==> config.mk <==
export PLATFORM = sky130hd
export DESIGN_NAME = mac_relu_neuron_flat
export DESIGN_NICKNAME = d
export VERILOG_FILES = /design/src/rtl/mac_relu_neuron_pkg.sv /design/src/rtl/mac_relu_neuron_if.sv /design/src/rtl/mac_relu_neuron_act.sv /design/src/rtl/mac_relu_neuron.sv /design/src/flat_wrapper.sv
export SDC_FILE = /design/constraint.sdc
export NUM_CORES = 1
export LEC_CHECK = 0
export CAP_MARGIN = 40
export CORE_MARGIN = 5
export CORE_UTILIZATION = 40
export DETAILED_ROUTE_END_ITERATION = 8
export MAX_ROUTING_LAYER = met4
export PLACE_DENSITY = 0.58
export SETUP_SLACK_MARGIN = 0.15
export SKIP_CTS_REPAIR_TIMING = 1
export SYNTH_ARGS = -nofsm -noshare
export SYNTH_HDL_FRONTEND = slang
export SYNTH_SLANG_ARGS = --single-unit
==> constraint.sdc <==
create_clock -name clk -period 9.2 [get_ports clk]
set_clock_uncertainty 0.1 [all_clocks]
set_input_delay 1.38 -clock clk [delete_from_list [all_inputs] [get_ports clk]]
set_output_delay 1.38 -clock clk [all_outputs]
set_load 0.05 [all_outputs]
==> src/rtl/mac_relu_neuron_pkg.sv <==
// Shared Q8.8 constants, FSM state encoding and the saturation helper for the neuron.
package relu_nn_pkg;

    localparam logic [15:0] Q_ONE = 16'h0100;
    localparam logic [15:0] Q_MAX = 16'h7FFF;
    localparam logic [15:0] Q_MIN = 16'h8000;

    localparam int SAT_W = 64;

    typedef enum logic [2:0] {
        IDLE   = 3'd0,
        ACCUM  = 3'd1,
        DRAIN  = 3'd2,
        FINISH = 3'd3,
        OUT    = 3'd4
    } state_t;

    typedef struct packed {
        logic signed [SAT_W-1:0] val;
        logic                    clip;
    } sat_t;

    // Clamp a wide signed value into a signed range of the given width.
    function automatic sat_t sat_q(input logic signed [SAT_W-1:0] acc, input int unsigned width);
        logic signed [SAT_W-1:0] hi;
        logic signed [SAT_W-1:0] lo;
        sat_t r;
        hi = (64'sd1 <<< (width - 1)) - 64'sd1;
        lo = -(64'sd1 <<< (width - 1));
        r.clip = 1'b1;
        if (acc > hi) begin
            r.val = hi;
        end else if (acc < lo) begin
            r.val = lo;
        end else begin
            r.val  = acc;
            r.clip = 1'b0;
        end
        return r;
    endfunction

endpackage

==> src/rtl/mac_relu_neuron_if.sv <==
// Input beat stream and output result stream of the neuron, both valid/ready.
interface mac_relu_neuron_if #(parameter int WIDTH = 16);

    logic                    in_valid;
    logic                    in_ready;
    logic signed [WIDTH-1:0] in_data;
    logic signed [WIDTH-1:0] in_weight;
    logic signed [WIDTH-1:0] bias;
    logic                    out_valid;
    logic                    out_ready;
    logic signed [WIDTH-1:0] out_data;
    logic                    out_sat;

    modport master (
        output in_valid, in_data, in_weight, bias, out_ready,
        input  in_ready, out_valid, out_data, out_sat
    );

    modport slave (
        input  in_valid, in_data, in_weight, bias, out_ready,
        output in_ready, out_valid, out_data, out_sat
    );

endinterface

==> src/rtl/mac_relu_neuron_act.sv <==
// Combinational bias add, Q-format shift, saturation and activation ahead of the output register.
// Build option: RELU_NN_LEAKY_EN selects leaky ReLU instead of plain ReLU.
module neuron_act
    import relu_nn_pkg::*;
#(
    parameter int WIDTH      = 16,
    parameter int FRAC       = 8,
    parameter int ACC_W      = 34,
    parameter int LEAK_SHIFT = 3
) (
    input  logic signed [ACC_W-1:0] acc,
    input  logic signed [WIDTH-1:0] bias,
    output logic signed [WIDTH-1:0] result,
    output logic                    sat
);

    localparam int SUM_W = ACC_W + 1;

    if (LEAK_SHIFT < 0 || LEAK_SHIFT >= WIDTH) begin : g_bad_leak
        $error("LEAK_SHIFT must lie in [0, WIDTH-1]");
    end

    logic signed [SUM_W-1:0] sum;
    logic signed [SUM_W-1:0] pre;
    logic signed [WIDTH-1:0] clipped;
    sat_t                    s;
    logic                    unused_hi;

    always_comb begin
        sum       = SUM_W'(acc) + (SUM_W'(bias) <<< FRAC);
        pre       = sum >>> FRAC;
        s         = sat_q(64'(pre), WIDTH);
        clipped   = s.val[WIDTH-1:0];
        unused_hi = ^s.val[SAT_W-1:WIDTH];
        sat       = s.clip;
        result    = clipped;
        if (clipped[WIDTH-1]) begin
`ifdef RELU_NN_LEAKY_EN
            result = clipped >>> LEAK_SHIFT;
`else
            result = '0;
`endif
        end
    end

endmodule

==> src/rtl/mac_relu_neuron.sv <==
// Serial-beat fixed-point neuron: full-precision MAC over N_IN beats, bias, saturate, ReLU.
// Build option: RELU_NN_LEAKY_EN (leaky activation, handled inside neuron_act).
//
// state  | meaning
// IDLE   | waiting for the first beat of a vector, accumulator cleared
// ACCUM  | taking the remaining beats of the vector
// DRAIN  | last product being added into the accumulator
// FINISH | bias/shift/saturate/activate, result registered
// OUT    | result presented until downstream takes it
module mac_relu_neuron
    import relu_nn_pkg::*;
#(
    parameter int WIDTH      = 16,
    parameter int FRAC       = 8,
    parameter int N_IN       = 2,
    parameter int LEAK_SHIFT = 3
) (
    input logic              clk,
    input logic              rst,
    mac_relu_neuron_if.slave bus
);

    localparam int CNT_W  = $clog2(N_IN + 1);
    localparam int ACC_W  = 2 * WIDTH + CNT_W;
    localparam int PROD_W = 2 * WIDTH;

    state_t state;
    state_t state_nxt;

    logic                    in_rdy;
    logic                    out_vld;
    logic                    beat;
    logic                    last_beat;
    logic                    out_fire;
    logic [CNT_W-1:0]        beat_cnt;
    logic signed [PROD_W-1:0] prod;
    logic                    prod_vld;
    logic signed [ACC_W-1:0] acc;
    logic signed [WIDTH-1:0] bias_reg;
    logic signed [WIDTH-1:0] act_data;
    logic                    act_sat;
    logic signed [WIDTH-1:0] out_data_r;
    logic                    out_sat_r;

    assign beat      = bus.in_valid && in_rdy;
    assign last_beat = beat && (beat_cnt == CNT_W'(N_IN - 1));
    assign out_fire  = out_vld && bus.out_ready;

    always_ff @(posedge clk) begin
        if (rst) state <= IDLE;
        else     state <= state_nxt;
    end

    always_comb begin
        state_nxt = state;
        case (state)
            IDLE, ACCUM: if (beat) state_nxt = last_beat ? DRAIN : ACCUM;
            DRAIN:       state_nxt = FINISH;
            FINISH:      state_nxt = OUT;
            OUT:         if (bus.out_ready) state_nxt = IDLE;
            default:     state_nxt = IDLE;
        endcase
    end

    always_comb begin
        in_rdy  = 1'b0;
        out_vld = 1'b0;
        case (state)
            IDLE, ACCUM: in_rdy  = 1'b1;
            OUT:         out_vld = 1'b1;
            default:     ;
        endcase
    end

    // Products land one cycle after their beat; the accumulator is cleared as the result leaves.
    always_ff @(posedge clk) begin
        if (rst) begin
            beat_cnt   <= '0;
            prod       <= '0;
            prod_vld   <= 1'b0;
            acc        <= '0;
            bias_reg   <= '0;
            out_data_r <= '0;
            out_sat_r  <= 1'b0;
        end else begin
            prod_vld <= beat;
            if (beat) begin
                prod     <= PROD_W'(bus.in_data) * PROD_W'(bus.in_weight);
                beat_cnt <= last_beat ? '0 : beat_cnt + 1'b1;
            end
            if (beat && state == IDLE) bias_reg <= bus.bias;
            if (out_fire)      acc <= '0;
            else if (prod_vld) acc <= acc + ACC_W'(prod);
            if (state == FINISH) begin
                out_data_r <= act_data;
                out_sat_r  <= act_sat;
            end
        end
    end

    neuron_act #(
        .WIDTH      (WIDTH),
        .FRAC       (FRAC),
        .ACC_W      (ACC_W),
        .LEAK_SHIFT (LEAK_SHIFT)
    ) u_act (
        .acc    (acc),
        .bias   (bias_reg),
        .result (act_data),
        .sat    (act_sat)
    );

    assign bus.in_ready  = in_rdy;
    assign bus.out_valid = out_vld;
    assign bus.out_data  = out_data_r;
    assign bus.out_sat   = out_sat_r;

endmodule

==> src/flat_wrapper.sv <==
// flat-port wrapper written by rule: the top's interface ports become plain ports
module mac_relu_neuron_flat import relu_nn_pkg::*;
#(
    parameter int WIDTH      = 16,
    parameter int FRAC       = 8,
    parameter int N_IN       = 2,
    parameter int LEAK_SHIFT = 3
)
  (clk, rst, bus_in_valid, bus_in_data, bus_in_weight, bus_bias, bus_out_ready, bus_in_ready, bus_out_valid, bus_out_data, bus_out_sat);
  mac_relu_neuron_if #(.WIDTH(WIDTH)) bus_i ();
  input logic clk;
  input logic rst;
  input wire logic [$bits(bus_i.in_valid)-1:0] bus_in_valid;
  input wire logic [$bits(bus_i.in_data)-1:0] bus_in_data;
  input wire logic [$bits(bus_i.in_weight)-1:0] bus_in_weight;
  input wire logic [$bits(bus_i.bias)-1:0] bus_bias;
  input wire logic [$bits(bus_i.out_ready)-1:0] bus_out_ready;
  output wire logic [$bits(bus_i.in_ready)-1:0] bus_in_ready;
  output wire logic [$bits(bus_i.out_valid)-1:0] bus_out_valid;
  output wire logic [$bits(bus_i.out_data)-1:0] bus_out_data;
  output wire logic [$bits(bus_i.out_sat)-1:0] bus_out_sat;
  assign bus_i.in_valid = bus_in_valid;
  assign bus_i.in_data = bus_in_data;
  assign bus_i.in_weight = bus_in_weight;
  assign bus_i.bias = bus_bias;
  assign bus_i.out_ready = bus_out_ready;
  assign bus_in_ready = bus_i.in_ready;
  assign bus_out_valid = bus_i.out_valid;
  assign bus_out_data = bus_i.out_data;
  assign bus_out_sat = bus_i.out_sat;
  mac_relu_neuron #(.WIDTH(WIDTH), .FRAC(FRAC), .N_IN(N_IN), .LEAK_SHIFT(LEAK_SHIFT)) u_core (.clk(clk), .rst(rst), .bus(bus_i));
endmodule
==> impl_metrics.ini, run 1 <==
[floorplanning]
die_x_um = 214
start_util_pct = 40.6
dieHeight_um = 214
io_pins = 71
num_rows = 74

[synthesis]
synthFlopType = dfxtp_1
syn_nets = 2392
avgSynthCellArea_um2 = 8.61
synth.area.top_cells = fa_1, dfxtp_1, ha_1, inv_1, nand2_1
synth-edff-count = 0
yosysSeqAreaShare_pct = 12.5
ys_ff_latch = 104
post_synth_num_cell_types = 76
async_flop_share_pct = 0
yosys.area.top_type = fa_1
ys.warnings.count = 0
synth_top_area_share_pct = 31.7
netlist_area_um2 = 16700
synth_cells = 1935

[grt]
grt_pass1_vias = 13300
grt_pass1_wl_um = 67200
grt_util_all_layers_pct = 17.9
antenna_found_initial = 0
grt_start_max_net_pins = 57
overflow = 0

[placement]
pre_cts_slack_ns = 0.619
dp_hpwl_um = 33600
gp_congestion = 0.933
dp_cells = 2498
io_buffers = 69

[clocking]
cts_sinks = 104
htreeDepth = 3
clockRootBuffer = clkbuf_16
clock_path_buffers = 2
cts_buffers = 9

[outcome]
flow.stopped_at = 5_2_route
stop_error = [ERROR DRT-0255] Maze Route cannot find path of net clk in worker of routeBox ( 193200 0 ) ( 214065 48300 ).
status = aborted with a tool error
## kinds of logic after synthesis
group           count (synthesis)  synth area share [%]
compound gates                339                  13.5
xor+xnor                       73                  3.84
fa+ha+maj                     405                  42.3
buf+inv                       390                  8.91
flops                         104                  12.5
mux                            24                  1.45
other cells                     1                0.0225
simple gates                  599                  17.4
## cell usage after synthesis (12+ instances only)
cell type    n
o21a_1      15
a31oi_1     16
xor2_1      16
nand2_1    261
dfxtp_1    104
o21ai_0     49
fa_1       264
inv_1      321
nor2_1      83
nor2b_1     12
a22oi_1     13
a211oi_1    15
ha_1       141
and2_1     130
nand3_1     18
mux2i_1     23
nor3_1      19
a21oi_1    105
xnor2_1     57
a21o_1      39
nand2b_1    19
clkbuf_1    59
## per-layer routing
metal	GRT usage, %
met5	-
met3	1.68
met4	2.75
met2	30.2
met1	24.1
## metrics by stage
step,hold WS (ns),area [um2]
4_1_cts,0.362,18300
3_3_place_gp,0.346,17900
3_5_place_dp,0.350,18000
2_1_floorplan,0.336,16700
5_1_grt,0.383,18300
==> run 2: changes to the inputs <==
- CORE_UTILIZATION: 40 -> 25
- MAX_ROUTING_LAYER: met4 -> not set
- PLACE_DENSITY: 0.58 -> not set
- PLACE_DENSITY_LB_ADDON: not set -> 0.15
- SETUP_SLACK_MARGIN: 0.15 -> not set
==> run 2 against run 1 <==
  * The flow now finishes without violations
  * Synthesized cell count unchanged
  * Global-route usage fell by 5.4 points
  * Synthesized area unchanged
==> impl_metrics.ini, run 2 <==
[synthesis]
avgSynthCellArea_um2 = 8.61
synth.area.top_cells = fa_1, dfxtp_1, ha_1, inv_1, nand2_1
async_flop_share_pct = 0
post_synth_num_cell_types = 76
syn_nets = 2392
synth-edff-count = 0
yosys.area.top_type = fa_1
synthTopCellsByCount = inv_1, fa_1, nand2_1
synth_cells = 1935
ys.warnings.count = 0
netlist_area_um2 = 16700
synth_top_area_share_pct = 31.7
ys_ff_latch = 104
yosysSeqAreaShare_pct = 12.5
yosysMostFrequentCell = inv_1
synthFlopType = dfxtp_1

[timing]
max_freq_ghz = 0.122
rsz0062_at_grt = false
worst_hold_slack_ns = 0.362
timing.final.crit_period_ns = 8.19
setup_viol_count_final = 0
timing.setup.tns_ns = 0
finalWorstSetupSlack_ns = 1.01
fin_crit_sh_pct = 89.1
drv_slew = 0
slew_headroom_pct = 49.6
worst_slew_pin_slew_ns = 0.754
finalHoldViolCount = 0

[cells_and_area]
nets = 2433
n_antenna_cell = 0
finalNonFillerCells = 2845
utilization_pct = 28.4
final_common_cell = inv_1
layout_common_cells = inv_1, fa_1, nand2_1
largest_reg_flops = 34
drive_gt1_share_pct = 3.43
final.fill_count = 7098
area_delta_synth_final_pct = 12.5

[outcome]
status = completed

[route]
num_vias = 12600
drt-initial-drc-count = 430
ant_nets = 0
firstDrtPassIters = 6
drc_errors = 0
wire_per_inst_um = 15.6
top_layer_used = met4
wl_um = 44500
wl_met1_um = 23600
via_per_inst = 4.42
dr_wl_met2_um = 19400
wl_met3_um = 1180

[setup_path]
rrSetupSlack_ns = 5.38
crit_path_end_kind = register
path_cells = clkdlybuf4s50_1 -> nand2_1 -> fa_1 -> inv_1 -> fa_1 -> fa_1 -> fa_1 -> fa_1 -> inv_1 -> fa_1 -> inv_1 -> ha_1 -> and3_1 -> a31oi_1 -> o21ai_0 -> a22o_1 -> a311oi_1 -> o21ai_0 -> a21o_1 -> a211oi_1 -> o21ai_0
worstSetupStartpointType = primary input
worstPathArrival_ns = 8.35
slowest_delay_ns = 0.90
slowest_stage = clkdlybuf4s50_1
required_ns = 9.35
path_common_cell = fa_1
path_class = in -> reg
reg2regPathDepth = 11
worst-path-max-fanout = 16

[clocking]
clk_latency_ns = 0.36
clock_path_buffers = 2
cts_buffers = 9
cts.clk_slew.worst_paths_ns = 0.08
clockRootBuffer = clkbuf_16
htreeDepth = 3
cts_sinks = 104
cts_tree = done

[grt]
overflow = 0
grt_start_max_net_pins = 57
antenna_found_initial = 0
grt_pass1_vias = 13200
grt_pass1_wl_um = 72400
grt_util_all_layers_pct = 12.4

[placement]
io_buffers = 69
pre_cts_slack_ns = 0.614
gp_congestion = 0.828
dp_cells = 2829
dp_hpwl_um = 37200

[floorplanning]
num_rows = 94
coreArea_um2 = 66000
die_x_um = 268
io_pins = 71
dieHeight_um = 268
start_util_pct = 25.2
die-area_um2 = 71900

[pwr]
seq_power_share_pct = 7.6
clkPwrFrac_pct = 6.1
combPwrFrac_pct = 86.3
p_int_mw = 3.67
power.switching_mw = 3.96
peakVddDrop_uv = 380
p_leak_nw = 8.82
swShare_pct = 51.9
p_per_area_nw_per_um2 = 407

[run]
drv_cap = 0

[hold_path]
whs_path_depth = 2
hold_class = reg -> reg
==> run 2: cell counts after synthesis <==
Identical to the previous run, type by type.
==> run 2: area by class of cell <==
type	instances	area, um2	share of cell area [%]
tap	864	1080	5.77
clock inverter	7	126	0.675
inverter	321	1200	6.43
multi-input combinational	1441	13100	69.9
sequential	104	2080	11.1
clock buffer	9	225	1.20
timing repair buffer	99	915	4.88
==> run 2: power groups by stage <==
stage / registers (mW) / logic, mW / clock network [mW]
finish: 0.580 / 6.59 / 0.463
CTS: 0.582 / 6.74 / 0.480
global placement: 0.591 / 6.65 / 0
floorplan: 0.579 / 5.19 / 0
global route: 0.590 / 7.64 / 0.497
detailed placement: 0.593 / 6.68 / 0
==> run 2: kinds of logic (layout without fill, tap and decap cells) <==
group                    count (synthesis)  count (layout)  share of synthesized area (%)
adder cells (fa/ha/maj)                405             405                           42.3
buffers and inverters                  390             436                           8.91
AND/OR/NAND/NOR                        599             599                           17.4
XOR/XNOR                                73              73                           3.84
AO/OA/AOI/OAI                          339             339                           13.5
other                                    1               1                         0.0225
multiplexers                            24              24                           1.45
flip-flops                             104             104                           12.5
==> run 2: routing by layer <==
layer	up-vias	GRT usage, %
met4	0	2.02
met2	165	19.7
met1	6066	18.9
met3	20	0.961
li1	6318	-
met5	-	0
==> run 2: worst max-delay path: cells and delay by family <==
family	cells	cell delay [ns]
fa+ha+maj	7	3.82
compound gates	8	1.56
simple gates	2	0.51
buf+inv	4	1.07
==> run 2: worst paths after layout <==
check,start,endpoint
setup / recovery,bus_in_weight[4],u_core.prod[31]
hold reg to reg,u_core.beat_cnt[1],u_core.beat_cnt[1]
setup reg to reg,u_core.acc[8],u_core.bus.out_data[6]
hold / removal,u_core.beat_cnt[1],u_core.beat_cnt[1]
==> run 2: stage by stage <==
stage	power, mW	cell area (um2)
final	7.63	18700
after global routing	8.72	18700
after CTS	7.80	18700
after detailed placement	7.27	18400
after global placement	7.24	18400
after floorplan	5.77	16700
No activity file was read; power rests on OpenSTA's default activity.
==> patch (config.mk and constraints of run 2) <==
The 5 states of `state_t` get a one-hot encoding in 5 bits.
--- a/src/rtl/mac_relu_neuron_pkg.sv
+++ b/src/rtl/mac_relu_neuron_pkg.sv
@@ -8,10 +8,10 @@
     localparam int SAT_W = 64;
 
-    typedef enum logic [2:0] {
-        IDLE   = 3'd0,
-        ACCUM  = 3'd1,
-        DRAIN  = 3'd2,
-        FINISH = 3'd3,
-        OUT    = 3'd4
+    typedef enum logic [4:0] {
+        IDLE   = 5'b00001,
+        ACCUM  = 5'b00010,
+        DRAIN  = 5'b00100,
+        FINISH = 5'b01000,
+        OUT    = 5'b10000
     } state_t;
 
Behaviour: same outputs for any inputs over 4 cycles, from zero or initial values and one cycle with rst high; so few cycles prove little.
==> patch against run 2 <==
Area after synthesis is 1.2% higher. Fmax increased by 1.3%. Worst setup slack improved by 0.10 ns. Sequential cell count rose by 2. Routed wire length is 5.2% higher. Die area increased by 1.1%. Design area shrank 0.19%. Worst hold slack worse by 0.021 ns.
Power is left out: the tool's default activity adds up to more than one toggle a clock period on the data nets, which glitch-free logic cannot reach.
==> patch: results (changes against run 2) <==
Route
  – Initial drt markers: 498 (+16%)
  – Via density: 4.522 (+2.4%)
  – TritonRoute pass-1 iters: 4 (-2)
  – DR vias: 12950 (+3.0%)
  – DR WL/cell: 16.35 um (+4.5%)

Synthesis
  – Ys Warns: 0 (unchanged)
  – Commonest cells in the netlist: inv_1, fa_1, nand2_1
  – Post-synthesis sequential area ratio: 12.59% (+0.094 points)
  – Top FF cell, synth: dfxtp_1
  – Synth async-reset ratio: 0% (unchanged)
  – Yosys cell types: 74 (-2.6%)
  – Post-Syn Area per Cell: 8.541 um^2 (-0.78%)
  – Largest cells by area after synthesis: fa_1, dfxtp_1, ha_1

Placement
  – Place WS: 0.7364 ns (+0.1223 ns)
  – Placed Instances: 2849 (+0.71%)
  – Final GP Congestion: 0.8083 (-2.3%)
  – Buffers on Ports: 69 (unchanged)
  – Post-DP HPWL: 39130 um (+5.1%)

Clock tree
  – Clock transition at path regs: 0.08 ns (about the same)
  – Clk_lat worst skew: 0.37 ns
  – Clock tree buffer depth: 2 (unchanged)
  – Number of CTS-inserted buffers: 9 (unchanged)
  – H-tree levels: 3 (unchanged)

Setup path
  – Slowest Stage Delay on Critical Path: 0.83 ns (-0.07 ns)
  – Arr. time, crit path: 8.28 ns (-0.07 ns)
  – Slowest CP cell: clkdlybuf4s50_1

Hold path
  – Worst hold-check path type: flop to flop

Final layout
  – Final nets: 2444 (+0.45%)
  – Max FFs per register: 34 (unchanged)
  – Share of layout cells above drive strength 1: 2.260% (-1.2 points)
  – Ant. Diodes: 0 (unchanged)

Global routing
  – First-pass GRT wire length: 76700 um (+5.9%)
  – Largest net degree at the start of global routing: 51 (-11%)
  – Vias in the first global route: 13570 (+2.9%)
  – Initial antenna violation count: 0 (unchanged)
  – GRT Overall Usage: 12.91% (+0.48 points)

Status
  – Outcome: completed

Timing
  – Worst-margin pin slew: 0.7982 ns (+0.04411 ns)
==> patch: cell types whose count changed in the layout (fill, tap and decap cells not counted), sizes merged, moves of 9 or more <==
cell,delta
nor2,+18
nand3,+23
xnor2,-11
nand2,-25
xor2,+18
a22oi,-11
o31ai,-9
buf,-17
o21ai,+13
==> patch: per-stage QoR <==
| step | instance area [um^2] | utilization, % |
|---|---|---|
| CTS | 18700 | 27.89 |
| floorplan | 16850 | - |
| finish | 18700 | 27.89 |
| global route | 18700 | 27.89 |
| global placement | 18410 | 27.46 |
| detailed placement | 18440 | 27.50 |
==> patch: final timing paths <==
check	from	depth (start not counted)	endpoint	slack, ns
worst min-delay path	u_core.beat_cnt[1]	1	u_core.state[2]	0.34
worst max register to register	u_core.acc[8]	11	u_core.bus.out_data[6]	5.10
worst min register to register	u_core.beat_cnt[1]	1	u_core.state[2]	0.34
worst max-delay path	bus_in_weight[11]	20	u_core.prod[25]	1.11
==> patch: final cells by class <==
type / count / area [um^2]
flip-flops and latches: 106 / 2122
well taps: 873 / 1092
fillers: 7294 / 48340
repair buffers: 82 / 799.5
multi-input cells: 1470 / 13230
inverters: 318 / 1194
clock buffers: 10 / 229.0
clock inverters: 5 / 31.28
==> patch: cell families (layout without fill, tap and decap cells) <==
logic type	after synthesis	after routing	synth area share (%)
AND/OR/NAND/NOR	621	621	18.07
flip-flops	106	106	12.59
XOR/XNOR	80	80	4.158
AO/OA/AOI/OAI	340	340	13.00
other	1	1	0.02225
adder cells (fa/ha/maj)	405	405	41.83
buffers and inverters	397	415	8.925
multiplexers	23	23	1.396
==> patch: metal layers <==
metal  up-vias  GRT usage [%]  share of wire, %
met5         -              0                 0
met4         0          2.439               1.1
met3        33          1.138               2.1
met2       170          21.48                47
met1      6333          18.48                50
li1       6416              -                 -
